$ cat src/rtl/mem_access_stage.sv
// Memory-access stage of the RV32I core: turns execute-stage load/store control into a
// request/acknowledge bus transaction, with store byte lanes and load extension.
module mem_access_stage #(
  parameter int DATA_WIDTH = 32,
  parameter int ADDR_WIDTH = 32
) (
  input  logic                  clock,
  input  logic                  reset_n,
  input  logic                  ex_valid,
  input  logic [ADDR_WIDTH-1:0] alu_result,
  input  logic [DATA_WIDTH-1:0] reg2_data,
  input  logic                  memory_read_enable,
  input  logic                  memory_write_enable,
  input  logic [2:0]            funct3,
  output logic [DATA_WIDTH-1:0] memory_read_data,
  output logic                  mem_done,
  output logic                  ctrl_stall_flag,
  output logic                  bus_request,
  output logic [ADDR_WIDTH-1:0] bus_address,
  output logic                  bus_write,
  output logic [DATA_WIDTH-1:0] bus_write_data,
  output logic [3:0]            bus_write_strobe,
  input  logic                  bus_ack,
  input  logic [DATA_WIDTH-1:0] bus_read_data
);

  typedef enum logic {IDLE, ACCESS} state_t;

  state_t state_reg, state_next;
  logic [2:0] funct3_reg;
  logic [1:0] offset_reg;

  logic mem_op, accept, complete;
  logic [DATA_WIDTH-1:0] store_data;
  logic [3:0]            store_strobe;
  logic [DATA_WIDTH-1:0] load_value;
  logic [7:0]            lane_byte [4];
  logic [7:0]            sel_byte;
  logic [15:0]           sel_half;

  assign mem_op   = ex_valid & (memory_read_enable | memory_write_enable);
  assign accept   = (state_reg == IDLE) & mem_op;
  assign complete = (state_reg == ACCESS) & bus_ack;

  // The completion cycle releases the pipeline even if the next mem op is already waiting.
  assign ctrl_stall_flag = (state_reg == ACCESS) | (mem_op & ~mem_done);

  always_comb begin
    state_next = state_reg;
    case (state_reg)
      IDLE:    if (mem_op) state_next = ACCESS;
      ACCESS:  if (bus_ack) state_next = IDLE;
      default: state_next = IDLE;
    endcase
  end

  always_comb begin
    store_data   = reg2_data;
    store_strobe = 4'b1111;
    case (funct3)
      3'b000: begin
        store_data   = {4{reg2_data[7:0]}};
        store_strobe = 4'b0001 << alu_result[1:0];
      end
      3'b001: begin
        store_data   = {2{reg2_data[15:0]}};
        store_strobe = alu_result[1] ? 4'b1100 : 4'b0011;
      end
      default: ;
    endcase
  end

  for (genvar gi = 0; gi < 4; gi++) begin : g_lane
    assign lane_byte[gi] = bus_read_data[8*gi +: 8];
  end

  assign sel_byte = lane_byte[offset_reg];
  assign sel_half = offset_reg[1] ? bus_read_data[31:16] : bus_read_data[15:0];

  always_comb begin
    load_value = bus_read_data;
    case (funct3_reg)
      3'b000:  load_value = {{24{sel_byte[7]}}, sel_byte};
      3'b100:  load_value = {24'b0, sel_byte};
      3'b001:  load_value = {{16{sel_half[15]}}, sel_half};
      3'b101:  load_value = {16'b0, sel_half};
      default: ;
    endcase
  end

  always_ff @(posedge clock) begin
    if (!reset_n) begin
      state_reg        <= IDLE;
      funct3_reg       <= '0;
      offset_reg       <= '0;
      memory_read_data <= '0;
      mem_done         <= 1'b0;
      bus_request      <= 1'b0;
      bus_address      <= '0;
      bus_write        <= 1'b0;
      bus_write_data   <= '0;
      bus_write_strobe <= '0;
    end else begin
      state_reg <= state_next;
      mem_done  <= 1'b0;
      if (accept) begin
        // Store wins when both enables are set.
        bus_request      <= 1'b1;
        bus_address      <= {alu_result[ADDR_WIDTH-1:2], 2'b00};
        bus_write        <= memory_write_enable;
        bus_write_data   <= memory_write_enable ? store_data : '0;
        bus_write_strobe <= memory_write_enable ? store_strobe : 4'b0000;
        funct3_reg       <= funct3;
        offset_reg       <= alu_result[1:0];
      end else if (complete) begin
        bus_request <= 1'b0;
        mem_done    <= 1'b1;
        if (!bus_write) memory_read_data <= load_value;
      end
    end
  end

endmodule

$ cat config.mk
export PLATFORM = sky130hd
export DESIGN_NAME = mem_access_stage
export DESIGN_NICKNAME = d
export VERILOG_FILES = /design/src/rtl/mem_access_stage.sv
export SDC_FILE = /design/constraint.sdc
export NUM_CORES = 1
export LEC_CHECK = 0
export BUFFER_PORTS_ARGS = -buffer_cell sky130_fd_sc_hd__buf_2
export CORE_MARGIN = 2
export CORE_UTILIZATION = 42
export DETAILED_ROUTE_END_ITERATION = 8
export PLACE_DENSITY = 0.86
export SKIP_CTS_REPAIR_TIMING = 1
export SYNTH_ARGS = -nofsm -noshare
export SYNTH_HDL_FRONTEND = slang
export SYNTH_SLANG_ARGS = --single-unit
$ cat constraint.sdc
create_clock -name clock -period 1.62 [get_ports clock]
set_input_delay 0.081 -clock clock [delete_from_list [all_inputs] [get_ports clock]]
set_output_delay 0.081 -clock clock [all_outputs]
set_load 0.1 [all_outputs]
; ---- After elaboration in Yosys (flattened, before gate mapping)
; Index checks and enable logic that the tools add are counted.
[word_totals]
register_bits = 107
input_bits = 105
out_inout_bits = 104
[classes]
n_lt_le_gt_ge = 1
n_eq_ne = 4
n_shift = 1
n_mux = 16
bitwise = 12
reduce_logical = 5
[ops]
columns = op, n
row1 = case mux 32 bit (4 select lines), 1
row2 = case mux 32 bit (2 select lines), 1
row3 = 2-to-1 mux 32 bit, 1
row4 = binary-select mux 8 bit (select 2 bit), 1
row5 = 2-to-1 mux 16 bit, 1
row6 = 2-to-1 mux 8 bit, 2
row7 = 2-to-1 mux 4 bit, 2
row8 = case mux 4 bit (2 select lines), 1
row9 = == test 3 x 1 -> 1 bit (second input constant), 2
row10 = == test 3 bit (second input constant), 2
row11 = zero test 3 bit, 2
row12 = 2-to-1 mux 1 bit, 5
row13 = NOT 1 bit, 5
row14 = AND 1 bit, 4
row15 = left shift 1 x 2 -> 4 bit (first input constant), 1
row16 = >= comparator 3 bit (second input constant), 1
row17 = NOT 2 -> 3 bit, 1
row18 = AND reduction 3 bit, 1
row19 = bitwise OR 1 bit, 2
row20 = case mux 1 bit (2 select lines), 1
row21 = nonzero test 2 bit, 1
row22 = OR reduction 2 bit, 1

; ---- Depth between registers and ports, before layout
; Gate-level depths: netlist of the first run.
[logic_depth]
word_depth = 5
depth_mapped = 6
mapped_depth_nobuf = 4

; ---- Least setup slack after synthesis of the first run
; No wires, ideal clock.
[synth_timing]
path_kind = register -> output
from = register mem_done
to = output port ctrl_stall_flag
arrival_time_ns = 2.323
required_time_ns = 1.539
setup_slack_ns = -0.784
stages_incl_launch_ff = 3
n_path_buf = 0
cell_sequence = dfxtp_1 nand2b_1 o21bai_1
[synth_via]
elab_chain_len = 3
[synth_lines]
columns = element, line_no
row1 = "start, declared", 16  ; output logic mem_done,
row2 = "start signal, assigned", 97  ; mem_done <= 1'b0;
row3 = "start signal, assigned", 105  ; mem_done <= 1'b0;
row4 = "start signal, assigned", 117  ; mem_done <= 1'b1;
row5 = NOT 1 bit, 46  ; assign ctrl_stall_flag = (state_reg == ACCESS) | (mem_op & ~mem_done);
row6 = AND 1 bit, 46
row7 = bitwise OR 1 bit, 46
row8 = "end, declared", 17  ; output logic ctrl_stall_flag,
; No other way between the ends.

; ---- Worst setup path in the final report of the first run
[layout_timing]
from = register offset_reg[1]
to = register memory_read_data[26]
[layout_via]
elab_chain_len = 5
elab_cells_between_ends = 6
cone_classes = 5 x mux / 1 x bitwise
[layout_lines]
columns = element, line_no
row1 = "start, declared", 31  ; logic [1:0] offset_reg;
row2 = "start signal, assigned", 114  ; offset_reg <= alu_result[1:0];
row3 = NOT 2 -> 3 bit (implied by the code), 77  ; assign sel_byte = lane_byte[offset_reg];
row4 = binary-select mux 8 bit (select 2 bit), 77
row5 = 2-to-1 mux 8 bit (implied by the code) (2 in a row), 77
row6 = case mux 32 bit (4 select lines) (*), 82  ; case (funct3_reg)
row7 = "end signal, assigned", 118  ; if (!bus_write) memory_read_data <= load_value;
row8 = "end, declared", 15  ; output logic [DATA_WIDTH-1:0] memory_read_data,
; Every way passes the cells marked *; elsewhere a longest branch is shown, timed or not. The select of a mux whose other input is x is not followed.
; A chain may end at the register's enable or synchronous reset.

==> results of run 1 <==
synthesized netlist by cell type (2+ instances only):
cell type / n
sky130_fd_sc_hd__mux2_2: 8
sky130_fd_sc_hd__and3_1: 2
sky130_fd_sc_hd__o22ai_1: 2
sky130_fd_sc_hd__buf_4: 2
sky130_fd_sc_hd__nor2_1: 23
sky130_fd_sc_hd__and2_1: 2
sky130_fd_sc_hd__nor3_1: 6
sky130_fd_sc_hd__or3_1: 3
sky130_fd_sc_hd__buf_1: 3
sky130_fd_sc_hd__o211ai_1: 2
sky130_fd_sc_hd__buf_2: 6
sky130_fd_sc_hd__a22oi_1: 12
sky130_fd_sc_hd__a221oi_1: 5
sky130_fd_sc_hd__nand2_1: 125
sky130_fd_sc_hd__nor3b_1: 2
sky130_fd_sc_hd__clkbuf_1: 32
sky130_fd_sc_hd__o2bb2ai_1: 16
sky130_fd_sc_hd__a211o_1: 2
sky130_fd_sc_hd__inv_1: 4
sky130_fd_sc_hd__a31oi_1: 2
sky130_fd_sc_hd__nand2b_1: 3
sky130_fd_sc_hd__mux4_2: 3
sky130_fd_sc_hd__dfxtp_1: 107
sky130_fd_sc_hd__nor2b_1: 5
sky130_fd_sc_hd__nand3_1: 13
sky130_fd_sc_hd__a211oi_1: 2
sky130_fd_sc_hd__mux2i_1: 26
sky130_fd_sc_hd__o21ai_0: 41
sky130_fd_sc_hd__a21oi_1: 71
final timing paths:
kind | to | cells past startpoint
setup / recovery | memory_read_data[26] | 5
hold / removal | memory_read_data[21] | 3
setup reg to reg | memory_read_data[26] | 5
hold reg to reg | bus_address[30] | 2
through the flow:
step	power, uW	setup slack, ns
floorplan	4380	0.00189
global placement	4820	0.0237
detailed placement	4840	-0.00353
CTS	6460	-0.0137
global route	6790	-0.0366
finish	6530	0.00276
where the power goes:
group | internal [uW] | total (uW) | switching (uW)
clock | 639 | 1620 | 986
combinational | 505 | 2040 | 1540
sequential | 2770 | 2860 | 86.0
total | 3920 | 6530 | 2610
worst register-to-register path, stage by stage, from the launching register on:
cell and delay (ns):
sky130_fd_sc_hd__dfxtp_2 0.35, sky130_fd_sc_hd__mux4_2 0.53, sky130_fd_sc_hd__and3_4 0.18, sky130_fd_sc_hd__o31ai_4 0.21
sky130_fd_sc_hd__buf_12 0.18, sky130_fd_sc_hd__a21oi_1 0.07
kinds of logic after synthesis:
logic type,after synthesis
simple gates,190
compound gates,162
flops,107
buf+inv,49
mux,37
other cells,1
cell type report:
type / count / area (um2) / share of cell area, %
Multi-Input combinational cell: 391 / 2280 / 34.9
Tap cell: 140 / 175 / 2.69
Timing Repair Buffer: 276 / 1710 / 26.2
Clock inverter: 6 / 58.8 / 0.901
Clock buffer: 10 / 138 / 2.11
Inverter: 5 / 18.8 / 0.288
Sequential cell: 107 / 2150 / 32.9
routing by layer:
layer	up-vias	track usage [%]	routed length [um]
met1	2243	28.3	6110
li1	2386	-	-
met2	264	38.9	7400
met5	-	0	0
met4	0	6.78	262
met3	26	6.87	1310
==> run metrics, run 1 <==
Via-to-Cell Ratio=5.26; Crit path arrival time=between 1.5 and 2 ns; routed vias=~4.9k; Worst setup startpoint=offset_reg[1]; layout filler cell count=962; worst path required time=around 1.9 ns; boundary pin count=about 210; most common library cell in the layout ignoring fill and taps=sky130_fd_sc_hd__buf_2; share of cell area taken by muxes after synthesis=a little under a tenth; FF+latch count, synth=roughly 110; starting density of the core=between 40% and 50%; DRC violations left=0; vias in the first global route=approximately 4.4k; first drt pass iteration count=5; Hold Worst Slack=-0.00314 ns; initial DRC count=about 430; DIE WIDTH=~110 um; n_diodes=0; number of buffer and inverter stages on the critical path=1; number of hold-slack violations in the final timing report=1; TritonCTS Sinks=around 110; Yosys warning count=0; Unique masters post-synth=45; mean post-synth cell area=roughly 8.4 um2; most used cells in the layout excluding fill and tap cells=sky130_fd_sc_hd__buf_2 (206), sky130_fd_sc_hd__nand2_1 (125), sky130_fd_sc_hd__dfxtp_1 (105); Worst Setup End Kind=flip-flop; FMAX=~600 MHz; class of the most critical hold timing path=in -> reg; cell area reported after detailed placement=0.00584 mm2; clock tree buffer depth=2; number of instances in the synthesized netlist=between 500 and 600; P_leak=0.00294 uW; root buffer selected by CTS=sky130_fd_sc_hd__clkbuf_8; area share of the leading cell type in the synthesized netlist=a little under half; last weighted congestion value of the routability-driven placer=between 0.8 and 0.9; setup violators final=0; longest individual stage delay on the worst path=between 0.5 and 0.6 ns; ratio of total power to cell area=1000 mW/mm2; initial antenna violation count=0; Finished Layout Cells=between 900 and 1k; global-route total usage across every layer=between 20 and 25%; clock-pin transition on the worst setup and hold timing paths=roughly 0.11 ns; status=complete, but fails checks; detailed placement HPWL=10300 um; Die Outline Area=0.0117 mm2; Inserted Clock Buffers=9; area of the core=0.0107 mm2; post-synthesis sequential area ratio=roughly 47%; number of flops mapped to enable cells by yosys=0; reported max-cap violation count=0; Final Critical Period=1.62 ns; RSZ-0062 raised after global routing=true; number of nets in the layout=895; type of the worst setup path=reg -> reg; worst-case clock skew=around 0.015 ns; final cell area excluding filler cells=roughly 0.0065 mm2; crit start category=flip-flop; Pins Over Slew Limit=0; remaining max-slew budget at the tightest pin=65.7%; XOR/XNOR share of the synthesized area=0%; GR Overflow Total=0; main area contributors after synthesis=sky130_fd_sc_hd__dfxtp_1 (47%), sky130_fd_sc_hd__nand2_1 (10%), sky130_fd_sc_hd__a21oi_1 (7.8%); core occupancy in the finished layout=between 60% and 70%; adder and majority gate portion of the synthesized area=0%; final clock period utilization by the worst path=between 90 and 100%; Worst Max-Slew Pin Slew=between 0.5 and 0.6 ns; row count=38; startpoint of the most critical register-to-register path=offset_reg[1]; violations in the final reports=negative hold slack; total detailed-routing wirelength=15100 um; TritonCTS clock tree=yes; dominant combinational cell family by area after synthesis=compound AO/OA/AOI/OAI gates; crit-path cells=mux4_2 -> and3_4 -> o31ai_4 -> buf_12 -> a21oi_1; worst reg2reg setup slack=approximately 0.0028 ns; number of port buffers=206; fraction of synthesis flops using an asynchronous set or reset pin=0%; number of cells after detailed placement=873; # H-tree levels=3; worst ir drop on vdd=roughly 630 uV; fraction of final layout cells sized beyond drive strength 1=a little over a third; simple-gate share of the synthesized area=between 10% and 20%; cell taking the most area after synthesis=sky130_fd_sc_hd__dfxtp_1; routed len/inst=16.1 um; Antenna Violating Nets Remaining=0; largest fanout on the critical path=16; family with the most delay on the worst path=multiplexers; cell with the largest stage delay on the worst path=sky130_fd_sc_hd__mux4_2; leading register cell type out of synthesis=sky130_fd_sc_hd__dfxtp_1; wire length of the first global-routing pass=approximately 22000 um; height of the die=108 um; largest registers=bus_write_data: 32 flops, memory_read_data: 32 flops, bus_address: 30 flops; Syn Std Cell Area=around 0.0046 mm2; clock latency on the worst-skew pair=0.37 ns; setup TNS after final layout=0 ns; Synth Area in Compound Gates=between 20% and 30%; area added between synthesis and finish=42.9%; hold path startpoint=bus_read_data[21]; maximum number of pins on one net before global-route repair=36
No activity file was read; power rests on OpenSTA's default activity.
==> run 2, diff against run 1 <==
--- a/config.mk
+++ b/config.mk
@@ -7,9 +7,9 @@
 export LEC_CHECK = 0
 export BUFFER_PORTS_ARGS = -buffer_cell sky130_fd_sc_hd__buf_2
 export CORE_MARGIN = 2
-export CORE_UTILIZATION = 42
+export CORE_UTILIZATION = 40
 export DETAILED_ROUTE_END_ITERATION = 8
-export PLACE_DENSITY = 0.86
+export PLACE_DENSITY = 0.83
 export SKIP_CTS_REPAIR_TIMING = 1
 export SYNTH_ARGS = -nofsm -noshare
 export SYNTH_HDL_FRONTEND = slang
==> run metrics, run 2 (synthesized netlist as in run 1, its figures left out) <==
most used cells in the layout excluding fill and tap cells=sky130_fd_sc_hd__buf_2 (206), sky130_fd_sc_hd__nand2_1 (125), sky130_fd_sc_hd__dfxtp_1 (105); Via-to-Cell Ratio=approximately 5.3; class of the most critical hold timing path=in -> reg; clock latency on the worst-skew pair=0.35 ns; number of hold-slack violations in the final timing report=3; Antenna Violating Nets Remaining=0; violations in the final reports=negative hold slack; vias in the first global route=approximately 4.3k; initial DRC count=around 570; Pins Over Slew Limit=0; height of the die=about 110 um; cell with the largest stage delay on the worst path=sky130_fd_sc_hd__mux4_2; terminus of the critical flop-to-flop path=memory_read_data[25]; clock-pin transition on the worst setup and hold timing paths=roughly 0.070 ns; fraction of power spent switching nets=a little under two fifths; reported max-cap violation count=0; startpoint of the most critical register-to-register path=offset_reg[1]; ratio of total power to cell area=roughly 1100 mW/mm2; number of nets in the layout=884; initial antenna violation count=0; Final Critical Period=roughly 1.6 ns; status=complete, but fails checks; core occupancy in the finished layout=a little under three fifths; type of the worst setup path=reg -> reg; fraction of final layout cells sized beyond drive strength 1=35.2%; length in cells of the worst reg-to-reg path=5; DRC violations left=0; most common library cell in the layout ignoring fill and taps=sky130_fd_sc_hd__buf_2; first drt pass iteration count=5; P_leak=0.00294 uW; area of the core=0.0113 mm2; largest registers=bus_write_data: 32 flops, memory_read_data: 32 flops, bus_address: 30 flops; RSZ-0062 raised after global routing=true; internal power=between 4000 and 5000 uW; worst reg2reg setup slack=approximately 0.014 ns; Worst Max-Slew Pin Slew=~0.71 ns; FMAX=623 MHz; DIE WIDTH=111 um; boundary pin count=approximately 210; final clock period utilization by the worst path=~100%; TritonCTS Sinks=107; maximum number of pins on one net before global-route repair=64; met3 WL post-DR=between 1000 and 1500 um; Hold Worst Slack=-0.0384 ns; amount of wire on met2 after detailed routing=roughly 7000 um; crit start category=flip-flop; global-route total usage across every layer=between 20% and 30%; hold path startpoint=alu_result[8]; row count=39; Die Outline Area=0.0123 mm2; sw power=roughly 2600 uW; worst-case clock skew=approximately 0.0036 ns; Worst Setup End Kind=flip-flop; wire length of the first global-routing pass=between 20000 and 25000 um; TritonCTS clock tree=yes; Crit path arrival time=1.85 ns; routed vias=just under 5k; top sig layer=met4; detailed placement HPWL=10300 um; last weighted congestion value of the routability-driven placer=about 0.9; Hold Path Cell Cnt=3; routed len/inst=around 16 um; share of total power in the clock network=about a third; setup violators final=0; layout filler cell count=about 1.0k; # H-tree levels=3; area added between synthesis and finish=42.0%; remaining max-slew budget at the tightest pin=52.6%; longest individual stage delay on the worst path=roughly 0.5 ns; n_diodes=0; starting density of the core=between 40% and 50%; fraction of power consumed by sequential logic=between 30% and 40%; worst ir drop on vdd=800 uV; fraction of power consumed by combinational cells=28.1%; Inserted Clock Buffers=9; crit-path cells=mux4_2 -> and3_4 -> o31ai_4 -> buf_12 -> a21oi_1; worst path required time=1.86 ns; total detailed-routing wirelength=14700 um; power consumption=between 7000 and 8000 uW; M1 WL=5910 um; number of port buffers=around 210; hold path endpoint=bus_address[8]; root buffer selected by CTS=sky130_fd_sc_hd__clkbuf_16; largest fanout on the critical path=16; clock tree buffer depth=2; Worst setup startpoint=offset_reg[1]; GR Overflow Total=0
[run 2: power by group through the flow]
stage               Clock, uW  Combinational, uW  Sequential [uW]
global route             2460               2100             2870
global placement            0               1920             2910
finish                   2300               2010             2850
floorplan                   0                508             3870
CTS                      2350               1930             2850
detailed placement          0               1930             2910
[run 2: worst max-delay path by stage]
stage | slack (ns) | end | cells past startpoint
floorplan | 0.002 | memory_read_data[19] | 5
global placement | 0.03 | memory_read_data[29] | 5
detailed placement | -0.02 | bus_write_data[13] | 4
CTS | -0.04 | bus_write_data[13] | 4
global route | -0.06 | memory_read_data[13] | 5
finish | 0.01 | memory_read_data[25] | 5
[run 2: through the flow]
step                      cells  TNS, ns  cell area (um2)  setup WS (ns)  hold slack [ns]
after floorplan             547        0             4590        0.00189            0.217
after global placement      879        0             5850         0.0319            0.322
after detailed placement    879  -0.0620             5850        -0.0186            0.327
after CTS                   895   -0.169             6160        -0.0398          -0.0577
after global routing        927   -0.613             6480        -0.0599          0.00206
final                       927        0             6480         0.0143          -0.0384
[run 2: final cells by class]
class,count,area [um2],area share (%)
inverters,5,18.8,0.290
well taps,143,179,2.76
clock buffers,10,239,3.69
flip-flops and latches,107,2150,33.1
clock inverters,6,70.1,1.08
repair buffers,265,1580,24.3
multi-input cells,391,2250,34.7
[run 2: per-layer routing]
metal	up-vias	global-route usage (%)
met2	270	35.4
met5	-	0
met4	0	7.67
li1	2383	-
met3	37	7.38
met1	2257	27.7
[run 2: critical path, delay by kind of cell, from the launching register on]
family                 cells  cell delay, ns
AOI/OAI and AO/OA          2            0.29
buffers and inverters      1            0.18
DFF                        1            0.34
muxes                      1            0.51
and+or+nand+nor            1            0.17
==> run 3, diff against run 2 <==
--- a/config.mk
+++ b/config.mk
@@ -9,7 +9,7 @@
 export CORE_MARGIN = 2
 export CORE_UTILIZATION = 40
 export DETAILED_ROUTE_END_ITERATION = 8
-export PLACE_DENSITY = 0.83
+export PLACE_DENSITY = 0.73
 export SKIP_CTS_REPAIR_TIMING = 1
 export SYNTH_ARGS = -nofsm -noshare
 export SYNTH_HDL_FRONTEND = slang
==> run metrics, run 3 (synthesized netlist as in run 1, its figures left out) <==
area of the core=~0.011 mm2; setup TNS after final layout=-0.0590 ns; ratio of total power to cell area=~1100 mW/mm2; remaining max-slew budget at the tightest pin=approximately half; crit start category=flip-flop; cell with the largest stage delay on the worst path=sky130_fd_sc_hd__mux4_2; final clock period utilization by the worst path=102%; total detailed-routing wirelength=15300 um; first drt pass iteration count=5; Die Outline Area=0.0123 mm2; row count=39; n_diodes=0; setup violators final=6; height of the die=between 100 and 150 um; number of nets in the layout=about 880; most common library cell in the layout ignoring fill and taps=sky130_fd_sc_hd__buf_2; RSZ-0062 raised after global routing=true; crit-path cells=mux4_2 -> nor2b_4 -> o31ai_2 -> buf_4 -> a221oi_1; starting density of the core=about two fifths; boundary pin count=between 200 and 250; family with the most delay on the worst path=multiplexers; type of the worst setup path=reg -> reg; area added between synthesis and finish=42.9%; longest individual stage delay on the worst path=between 0.5 and 0.6 ns; Pins Over Slew Limit=0; Antenna Violating Nets Remaining=0; last weighted congestion value of the routability-driven placer=between 0.9 and 1; Worst Setup End Kind=flip-flop; number of buffer and inverter stages on the critical path=1; largest fanout on the critical path=6; initial DRC count=about 440; Via-to-Cell Ratio=between 5 and 6; clock latency on the worst-skew pair=roughly 0.34 ns; Final Critical Period=between 1.5 and 2 ns; GR Overflow Total=0; detailed placement HPWL=10900 um; Inserted Clock Buffers=9; clock-pin transition on the worst setup and hold timing paths=approximately 0.070 ns; routed len/inst=~17 um; worst-case clock skew=about 0.0046 ns; number of port buffers=approximately 200; worst path required time=approximately 1.8 ns; P_leak=0.00294 uW; TritonCTS Sinks=107; worst path setup slack after routing=-0.0335 ns; number of hold-slack violations in the final timing report=1; Crit path arrival time=about 1.9 ns; root buffer selected by CTS=sky130_fd_sc_hd__clkbuf_16; global-route total usage across every layer=22.8%; violations in the final reports=negative hold slack, negative setup slack; Worst Max-Slew Pin Slew=approximately 0.74 ns; maximum number of pins on one net before global-route repair=between 50 and 60; layout filler cell count=about 1.0k; worst ir drop on vdd=944 uV; # H-tree levels=3; TritonCTS clock tree=yes; DRC violations left=0; Hold Worst Slack=-0.0105 ns; routed vias=~5.0k; largest registers=bus_write_data: 32 flops, memory_read_data: 32 flops, bus_address: 30 flops; FMAX=around 600 MHz; clock tree buffer depth=2; most used cells in the layout excluding fill and tap cells=sky130_fd_sc_hd__buf_2 (206), sky130_fd_sc_hd__nand2_1 (125), sky130_fd_sc_hd__dfxtp_1 (104); initial antenna violation count=0; reported max-cap violation count=0; core occupancy in the finished layout=between 50% and 60%; DIE WIDTH=~110 um; status=complete, but fails checks; wire length of the first global-routing pass=~23000 um; vias in the first global route=4724; fraction of final layout cells sized beyond drive strength 1=36.1%; class of the most critical hold timing path=in -> reg
==> run 3: layer usage <==
layer,vias up,share of wire [%],GRT usage (%)
met5,-,0,0
met4,0,3.1,8.42
met3,42,9.1,6.56
met2,293,48,38.0
met1,2299,40,28.1
li1,2379,-,-
==> run 3: final timing paths <==
check                  from                   end  slack (ns)  cells past startpoint
min          alu_result[25]       bus_address[25]       -0.01                      3
max           offset_reg[1]  memory_read_data[13]       -0.03                      5
max reg2reg   offset_reg[1]  memory_read_data[13]       -0.03                      5
min reg2reg  bus_address[6]        bus_address[6]        0.45                      2
==> run 3: worst min-delay path: stages <==
cell,delay (ns)
sky130_fd_sc_hd__buf_2,0.10
sky130_fd_sc_hd__nand2_1,0.05
sky130_fd_sc_hd__a21oi_1,0.06
==> run 3: final cells by class <==
cell class              count  area, um2  area share, %
multi-input cells         391       2280           35.0
clock buffers              10        239           3.66
inverters                   5       18.8          0.288
repair buffers            264       1590           24.4
well taps                 143        179           2.74
flip-flops and latches    107       2150           32.9
clock inverters             6       65.1          0.997
==> run 3: power breakdown <==
part	internal [uW]	leakage [uW]	switching, uW
sequential	2770	0.000875	84.2
combinational	494	0.00192	1540
clock	1240	0.000148	973
==> run 3: through the flow <==
stage / cell area (um2) / std cells / worst slack (ns) / total power (uW) / hold slack [ns]
floorplan: 4590 / 547 / 0.00189 / 4380 / 0.217
finish: 6520 / 926 / -0.0335 / 7110 / -0.0105
CTS: 6180 / 896 / -0.0746 / 7080 / -0.0442
global placement: 5880 / 880 / 0.0254 / 4830 / 0.322
detailed placement: 5880 / 880 / -0.0449 / 4860 / 0.329
global route: 6520 / 926 / -0.0632 / 7340 / 0.00379
